### src/rtl/mac_accum_if.sv
// Handshake/bus bundle between the multiply-add pipeline, the accumulator
// and the next ALU stage. The accumulator uses the slave view; whatever
// drives it (upstream glue or a bench) uses the master view.
interface mac_accum_if #(
    parameter int IN_W  = 17,
    parameter int ACC_W = 24,
    parameter int LEN_W = 8
);
    logic             iSTART;      // start pulse; latches iLEN
    logic [LEN_W-1:0] iLEN;        // number of terms to accumulate
    logic             iOP_VALID;   // operands entering upstream this cycle
    logic [IN_W-1:0]  iMULTADD;    // upstream MultAdd result
    logic             oBUSY;       // job in RUN or DONE
    logic [ACC_W-1:0] oSUM;        // final sum, meaningful while oSUM_VALID
    logic             oSUM_VALID;  // sum available
    logic             iSUM_READY;  // consumer accepts sum
    logic             oOVF;        // saturation in current/last job

    modport slave (
        input  iSTART, iLEN, iOP_VALID, iMULTADD, iSUM_READY,
        output oBUSY, oSUM, oSUM_VALID, oOVF
    );

    modport master (
        output iSTART, iLEN, iOP_VALID, iMULTADD, iSUM_READY,
        input  oBUSY, oSUM, oSUM_VALID, oOVF
    );
endinterface

### src/rtl/mac_accum.sv
// Dot-product accumulator sitting behind the 2-lane multiply-add pipeline.
// The upstream stage has no valid output, so operand validity is carried
// through a PIPE_LAT-deep delay line that lines up with iMULTADD. A job sums
// iLEN results (unsigned, saturating) and offers the total on a valid/ready
// handshake.
module mac_accum #(
    parameter int IN_W     = 17,
    parameter int ACC_W    = 24,
    parameter int LEN_W    = 8,
    parameter int PIPE_LAT = 3
) (
    input  logic        iCLK,
    input  logic        iRST_N,
    mac_accum_if.slave  bus
);

    typedef enum logic [1:0] {
        S_IDLE = 2'd0,
        S_RUN  = 2'd1,
        S_DONE = 2'd2
    } state_t;

    localparam logic [ACC_W-1:0] ACC_MAX = {ACC_W{1'b1}};

    state_t             state_q, state_d;
    logic [ACC_W-1:0]   acc_q, acc_d;
    logic [ACC_W-1:0]   sum_q, sum_d;
    logic               ovf_q, ovf_d;
    logic [LEN_W-1:0]   len_q, len_d;
    logic [LEN_W-1:0]   remaining_q, remaining_d;
    logic [LEN_W-1:0]   issued_q, issued_d;
    logic [PIPE_LAT-1:0] dv_q;

    logic               op_gate;
    logic               dv;
    logic [ACC_W:0]     acc_sum;
    logic               acc_sat;

    // An op counts only while running and only up to the programmed length;
    // anything else never enters the delay line.
    assign op_gate = bus.iOP_VALID && (state_q == S_RUN) && (issued_q < len_q);
    assign dv      = dv_q[PIPE_LAT-1];

    // One extra bit catches carry-out for saturation.
    assign acc_sum = {1'b0, acc_q} + {{(ACC_W + 1 - IN_W){1'b0}}, bus.iMULTADD};
    assign acc_sat = acc_sum[ACC_W];

    // Validity delay line, matched to the upstream multiply-add latency.
    // NOTE: only this valid line needs a reset; the upstream product
    // registers are unreset, and a cleared line guarantees their power-up
    // or in-flight contents are never summed.
    always_ff @(posedge iCLK or negedge iRST_N) begin
        if (!iRST_N) begin
            dv_q <= '0;
        end else begin
            dv_q[0] <= op_gate;
            for (int i = 1; i < PIPE_LAT; i++) begin
                dv_q[i] <= dv_q[i-1];
            end
        end
    end

    // Control and datapath state registers.
    // NOTE: sequential state uses non-blocking assignments so every flop
    // samples the pre-edge value regardless of statement order.
    always_ff @(posedge iCLK or negedge iRST_N) begin
        if (!iRST_N) begin
            state_q     <= S_IDLE;
            acc_q       <= '0;
            sum_q       <= '0;
            ovf_q       <= 1'b0;
            len_q       <= '0;
            remaining_q <= '0;
            issued_q    <= '0;
        end else begin
            state_q     <= state_d;
            acc_q       <= acc_d;
            sum_q       <= sum_d;
            ovf_q       <= ovf_d;
            len_q       <= len_d;
            remaining_q <= remaining_d;
            issued_q    <= issued_d;
        end
    end

    // Next-state and datapath update for IDLE -> RUN -> DONE.
    // NOTE: every variable gets its hold value first, so no path through the
    // case statement can leave one unassigned and infer a latch.
    always_comb begin
        state_d     = state_q;
        acc_d       = acc_q;
        sum_d       = sum_q;
        ovf_d       = ovf_q;
        len_d       = len_q;
        remaining_d = remaining_q;
        issued_d    = issued_q;

        case (state_q)
            S_IDLE: begin
                // A zero-length start is meaningless and is dropped.
                if (bus.iSTART && (bus.iLEN != '0)) begin
                    state_d     = S_RUN;
                    acc_d       = '0;
                    ovf_d       = 1'b0;
                    len_d       = bus.iLEN;
                    remaining_d = bus.iLEN;
                    issued_d    = '0;
                end
            end

            S_RUN: begin
                if (op_gate) begin
                    issued_d = issued_q + 1'b1;
                end
                if (dv) begin
                    if (acc_sat) begin
                        acc_d = ACC_MAX;
                        ovf_d = 1'b1;
                    end else begin
                        acc_d = acc_sum[ACC_W-1:0];
                    end
                    remaining_d = remaining_q - 1'b1;
                    // Last expected term: publish the updated total.
                    if (remaining_q == LEN_W'(1)) begin
                        sum_d   = acc_d;
                        state_d = S_DONE;
                    end
                end
            end

            S_DONE: begin
                if (bus.iSUM_READY) begin
                    state_d = S_IDLE;
                end
            end

            default: begin
                state_d = S_IDLE;
            end
        endcase
    end

    // Outputs decode directly from registered state, so they are glitch-free.
    assign bus.oBUSY      = (state_q != S_IDLE);
    assign bus.oSUM_VALID = (state_q == S_DONE);
    assign bus.oSUM       = sum_q;
    assign bus.oOVF       = ovf_q;

endmodule

### src/flat_wrapper.sv
// flat-port wrapper written by rule: the top's interface ports become plain ports
module mac_accum_flat 
#(
    parameter int IN_W     = 17,
    parameter int ACC_W    = 24,
    parameter int LEN_W    = 8,
    parameter int PIPE_LAT = 3
)
  (iCLK, iRST_N, bus_iSTART, bus_iLEN, bus_iOP_VALID, bus_iMULTADD, bus_iSUM_READY, bus_oBUSY, bus_oSUM, bus_oSUM_VALID, bus_oOVF);
  mac_accum_if #(.IN_W(IN_W), .ACC_W(ACC_W), .LEN_W(LEN_W)) bus_i ();
  input  logic iCLK;
  input  logic iRST_N;
  input wire logic [$bits(bus_i.iSTART)-1:0] bus_iSTART;
  input wire logic [$bits(bus_i.iLEN)-1:0] bus_iLEN;
  input wire logic [$bits(bus_i.iOP_VALID)-1:0] bus_iOP_VALID;
  input wire logic [$bits(bus_i.iMULTADD)-1:0] bus_iMULTADD;
  input wire logic [$bits(bus_i.iSUM_READY)-1:0] bus_iSUM_READY;
  output wire logic [$bits(bus_i.oBUSY)-1:0] bus_oBUSY;
  output wire logic [$bits(bus_i.oSUM)-1:0] bus_oSUM;
  output wire logic [$bits(bus_i.oSUM_VALID)-1:0] bus_oSUM_VALID;
  output wire logic [$bits(bus_i.oOVF)-1:0] bus_oOVF;
  assign bus_i.iSTART = bus_iSTART;
  assign bus_i.iLEN = bus_iLEN;
  assign bus_i.iOP_VALID = bus_iOP_VALID;
  assign bus_i.iMULTADD = bus_iMULTADD;
  assign bus_i.iSUM_READY = bus_iSUM_READY;
  assign bus_oBUSY = bus_i.oBUSY;
  assign bus_oSUM = bus_i.oSUM;
  assign bus_oSUM_VALID = bus_i.oSUM_VALID;
  assign bus_oOVF = bus_i.oOVF;
  mac_accum #(.IN_W(IN_W), .ACC_W(ACC_W), .LEN_W(LEN_W), .PIPE_LAT(PIPE_LAT)) u_core (.iCLK(iCLK), .iRST_N(iRST_N), .bus(bus_i));
endmodule
### config.mk
export PLATFORM = sky130hd
export DESIGN_NAME = mac_accum_flat
export DESIGN_NICKNAME = d
export VERILOG_FILES = /design/src/rtl/mac_accum_if.sv /design/src/rtl/mac_accum.sv /design/src/flat_wrapper.sv
export SDC_FILE = /design/constraint.sdc
export NUM_CORES = 1
export LEC_CHECK = 0
export CAP_MARGIN = 15
export CORE_AREA = 2 2 111 113
export CTS_BUF_LIST = sky130_fd_sc_hd__clkbuf_16
export CTS_CLUSTER_DIAMETER = 30
export DETAILED_ROUTE_END_ITERATION = 12
export DIE_AREA = 0 0 113 115
export GPL_TIMING_DRIVEN = 0
export SYNTH_ARGS = -nofsm -noshare
export SYNTH_HDL_FRONTEND = slang
export SYNTH_SLANG_ARGS = --single-unit
### constraint.sdc
create_clock -name iCLK -period 3.75 [get_ports iCLK]
set_input_delay 1.125 -clock iCLK [delete_from_list [all_inputs] [get_ports iCLK]]
set_output_delay 1.125 -clock iCLK [all_outputs]
set_load 0.05 [all_outputs]
* Word-level counts from Yosys, hierarchy flattened
Cells that the tools add are included.
** Storage, ports and cells
- Output and inout bits :: 27
- Bits in registers :: 78
- Logic and storage cells :: 53
** Operators by class
- Eq/ne operators :: 9
- $lt $le $gt $ge :: 1
- Muxes and demuxes :: 19
- Reductions and logical operators :: 13
- $add $sub $neg :: 3
** Operators by type and width (count)
- 24-bit 2-to-1 mux :: 3
- 24-bit case mux with 2 select lines :: 1
- 8-bit 2-to-1 mux :: 4
- 8-bit case mux with 2 select lines :: 2
- 24-bit by 17-bit adder with 25-bit output :: 1
- 3-bit AND reduction :: 3
- 8-bit by 1-bit adder with 8-bit output, second input constant :: 1
- 8-bit by 1-bit == test with 1-bit output, second input constant :: 1
- 8-bit < comparator :: 1
- 2-bit 2-to-1 mux :: 4
- 2-bit by 1-bit inequality test with 1-bit output, second input constant :: 4
- 4-bit AND reduction :: 2
- 8-bit nonzero test :: 1
- 8-bit by 1-bit subtractor with 8-bit output, second input constant :: 1
- 2-bit case mux with 3 select lines :: 1
- 2-bit inequality test, second input constant :: 2
- 2-bit nonzero test :: 2
- 1-bit logical AND :: 3
- 1-bit 2-to-1 mux :: 3
- 2-bit by 1-bit == test with 1-bit output, second input constant :: 1
- 2-bit == test, second input constant :: 1
- 2-bit zero test :: 1
- 1-bit case mux with 2 select lines :: 1
- 2-bit AND reduction :: 1

* Depth between registers and ports, before layout
- Depth in word-level cells :: 5
- Depth in mapped cells :: 11

* Least setup slack after synthesis
OpenSTA, ideal clock, no wires.
- Path kind :: in2reg
- Start point :: in bus_iMULTADD[0]
- End point :: reg u_core.acc_q[15]
- Library setup time :: 124 ps
- Cell stages on the path :: 10
- Data required time :: 3626 ps
- Path slack :: 549 ps
- Arrival time :: 3077 ps
- Path through :: ha_1 -> fa_1 -> a211oi_1 -> o21ai_2 -> o2111ai_1 -> a21oi_2 -> and2_1 -> buf_6 -> buf_6 -> o31a_1
** On the way
- Word-level cells in the longest chain between the ends :: 4
** Ends and longest elaborated chain
- start: declaration :: RTL line flat_wrapper.sv:16 : input wire logic [$bits(bus_i.iMULTADD)-1:0] bus_iMULTADD;
- 24-bit by 17-bit adder with 25-bit output :: RTL line mac_accum.sv:45 : assign acc_sum = {1'b0, acc_q} + {{(ACC_W + 1 - IN_W){1'b0}}, bus.iMULTADD};
- 24-bit 2-to-1 mux :: RTL line mac_accum.sv:116 : if (acc_sat) begin
- 24-bit 2-to-1 mux :: RTL line mac_accum.sv:115 : if (dv) begin
- 24-bit case mux with 2 select lines :: RTL line mac_accum.sv:98 : case (state_q)
- end signal: assignment :: RTL line mac_accum.sv:69 : acc_q <= '0;
- end signal: assignment :: RTL line mac_accum.sv:77 : acc_q <= acc_d;
- end: declaration :: RTL line mac_accum.sv:26 : logic [ACC_W-1:0] acc_q, acc_d;
No other way between the ends. The select of a mux whose other input is x is not followed.
A chain may end at the register's enable or synchronous reset.

* Worst setup path after layout
- Start point :: in bus_iMULTADD[0]
- End point :: reg u_core.acc_q[9]
Same word-level chain as after synthesis.

==> out/metrics.yaml <==
timing:
  layout_min_cycle_time_ns: 3.57
  slew_viol_final: 0
  hold_viol: 0
  maxSlewHeadroom: 0.549
  worst_slew_pin_slew_ns: 0.671
  finalCritPeriodShare: 0.952
  skew_ns: 0.00986
  rsz0062_at_grt: "false"
  clock.fmax_mhz: 280
  setup_viol: 0
die:
  start_util: 0.392
  core_area_um2: 11800
  die_area_um2: 13000
  ios: 57
  num_rows: 40
  dieWidth_um: 113
  die_h_um: 115
synth:
  ys_seq_area_frac: 0.422
  synth_ff_type: "dfrtp_1"
  ys_warn_count: 0
  ys_seq_elements: 78
  synth_cell_types: 57
  async_flop_share: 1.00
  synth_edf_count: 0
  synthCells: 539
  synth.net_count: 597
  synth_area_per_cell_um2: 8.59
  netlist_area_um2: 4630
finish:
  layout-drive-gt1-share: 0.0687
  instances_no_fill: 758
  fin_area_um2: 5740
  final_nets: 665
  syn2layout_area_growth_pct: 24.0
  fillCellCount: 1134
  antenna_cells: 0
placed_design:
  place_congestion: 0.894
  dp.final_hpwl_um: 9230
  placedCellCount: 743
  portBuffers: 56
  placed_area_um2: 5400
critical_path:
  rr_worst_depth: 11
  cp-end-kind: "register"
  crit_path_max_fanout: 10
  crit_type: "in -> reg"
  cp.arrival_ns: 3.77
  crit_required_ns: 3.95
  worstSetupStartpointType: "input port"
clocking:
  clk_latency_ns: 0.34
  cts_sinks: 78
  h-tree-depth: 3
  cts_root_buffer: "clkbuf_16"
  clockBufferDepth: 2
  cts_resized: 0
  cts_made_buffers: 9
  clk_pin_slew_worst_paths_ns: 0.06
  cts_setup_buffers: 0
  cts_tree: "done"
  cts_hold_buf: 0
global_routing:
  grt_pass1_wl_um: 20600
  grt_usage: 0.200
  gr-total-overflow: 0
  antenna_found_initial: 0
  grt_max_degree: 50
  grt_pass1_vias: 3989
route:
  route.antenna.remaining_nets: 0
  dr.first_iter.drc_count: 288
  wl_um: 12400
  drc: 5
  vias_per_cell: 5.42
  vias: 4105
  firstDrtPassIters: 8
  wl_per_cell_um: 16.3
power_and_ir_drop:
  ir_worst_vdd_mv: 0.331
  p_total_mw: 5.10
  p_leak_nw: 2.53
  powerDensity_nw_per_um2: 888
worst_hold_path:
  whs_path_depth: 0
  hold_class: "reg -> reg"
flow_run:
  cap_violations: 0
status:
  status: "complete, but fails checks"
  violations: "DRC"
[area by class of cell]
cell class | count | area (µm²) | share of cell area
Clock inverter | 6 | 110 | 0.0192
Clock buffer | 9 | 225 | 0.0392
Sequential cell | 78 | 1950 | 0.340
Timing Repair Buffer | 57 | 586 | 0.102
Inverter | 22 | 82.6 | 0.0144
Tap cell | 147 | 184 | 0.0320
Buffer | 27 | 131 | 0.0229
Multi-Input combinational cell | 412 | 2470 | 0.430
[worst max-delay path, cell delays in order]
cell and delay (ns):
clkdlybuf4s50_1 0.41, ha_1 0.23, fa_1 0.43, a211oi_2 0.23
o21ai_2 0.13, o2111ai_1 0.29, a21oi_2 0.14, and2_1 0.19
buf_6 0.12, buf_6 0.14, nor2_1 0.22, o21ai_0 0.11
[through the flow]
step	setup TNS [ns]	setup WS (ns)	utilization	hold WS [ns]
after detailed placement	-6.36	-0.246	0.457	0.335
final	0	0.182	0.486	0.348
after global placement	-109.90	-1.35	0.455	0.331
after floorplan	0	0.549	-	0.331
after CTS	0	0.112	0.485	0.349
after global routing	0	0.0378	0.486	0.372
[synthesized netlist by cell type (2+ instances only)]
master / count / area share
nand4_1: 4 / 0.0054
o21ai_1: 2 / 0.0022
a21o_1: 7 / 0.011
o21ai_2: 2 / 0.0038
inv_1: 22 / 0.018
a211o_1: 2 / 0.0038
clkbuf_1: 17 / 0.014
or3_4: 2 / 0.0049
a22oi_1: 3 / 0.0049
mux2i_1: 2 / 0.0043
xnor2_1: 12 / 0.023
and2_1: 6 / 0.0081
dfrtp_1: 78 / 0.42
nor2b_1: 6 / 0.0081
ha_1: 27 / 0.073
a21boi_0: 2 / 0.0032
nand2b_1: 2 / 0.0027
o21a_1: 4 / 0.0065
o2111ai_1: 3 / 0.0057
nor4_1: 3 / 0.0041
or2_2: 2 / 0.0027
o211ai_1: 5 / 0.0081
o21ai_0: 63 / 0.068
a21oi_2: 2 / 0.0038
or4_1: 2 / 0.0032
a31oi_1: 5 / 0.0068
xor2_1: 8 / 0.015
nor3_1: 8 / 0.0086
nand2_1: 80 / 0.065
o31ai_1: 6 / 0.0097
nor3b_1: 4 / 0.0065
buf_2: 5 / 0.0054
nor2_1: 58 / 0.047
and3_1: 7 / 0.0095
a21oi_1: 39 / 0.042
buf_6: 2 / 0.0049
buf_4: 2 / 0.0032
a211oi_1: 4 / 0.0065
nand3_1: 12 / 0.013
a41oi_1: 2 / 0.0038
[flip-flops by register name (all words and copies together) (netlist names)]
signal,flops
u_core.acc_q,24
u_core.remaining_q,8
u_core.issued_q,8
u_core.len_q,8
u_core.bus.oOVF,1
u_core.dv_q,3
u_core.bus.oSUM,24
u_core.state_q,2
[where the power goes]
| group | switching [mW] | total (mW) | internal (mW) |
|---|---|---|---|
| clock | 0.350 | 0.997 | 0.647 |
| sequential | 0.256 | 1.45 | 1.19 |
| combinational | 1.69 | 2.65 | 0.959 |
| total | 2.30 | 5.10 | 2.80 |
[kinds of logic (layout without fill, tap and decap cells)]
| group | count (synthesis) | in the layout | synth area share |
|---|---|---|---|
| muxes | 2 | 2 | 0.00432 |
| AOI/OAI and AO/OA | 159 | 159 | 0.206 |
| DFF | 78 | 78 | 0.422 |
| and+or+nand+nor | 203 | 203 | 0.206 |
| adders and majority gates | 28 | 28 | 0.0773 |
| buffers and inverters | 49 | 121 | 0.0462 |
| xor gates and xnor gates | 20 | 20 | 0.0378 |
[worst paths after layout]
path	startpoint	end	slack, ns
max reg2reg	u_core.acc_q[0]	u_core.acc_q[9]	1.01
min reg2reg	u_core.dv_q[0]	u_core.dv_q[1]	0.35
max in group asynchronous	iRST_N	u_core.acc_q[22]	2.44
min	u_core.dv_q[0]	u_core.dv_q[1]	0.35
min in group asynchronous	iRST_N	u_core.bus.oSUM[4]	0.72
max	bus_iMULTADD[0]	u_core.acc_q[9]	0.18
[layout by cell type (no fill, tap or decap), types with 3 or more instances in the layout]
master / instances
a211oi_1: 3
a21o_1: 7
a21oi_1: 39
a22oi_1: 3
a31oi_1: 5
and2_1: 6
and3_1: 7
buf_2: 5
buf_4: 3
bufinv_16: 3
clkbuf_1: 17
clkbuf_16: 9
clkdlybuf4s50_1: 55
dfrtp_1: 78
ha_1: 27
inv_1: 22
nand2_1: 80
nand3_1: 12
nand4_1: 4
nor2_1: 58
nor2b_1: 6
nor3_1: 8
nor3b_1: 4
nor4_1: 3
o2111ai_1: 3
o211ai_1: 5
o21a_1: 4
o21ai_0: 63
o31ai_1: 6
xnor2_1: 12
xor2_1: 8
[routing by layer]
layer	vias up	part of all wire	GRT usage
met2	98	0.46	0.312
met4	0	0.017	0.0813
met5	-	0	0
met3	14	0.037	0.0232
li1	2034	-	-
met1	1959	0.49	0.285
Note: power is estimated with default switching activity, not from simulation.
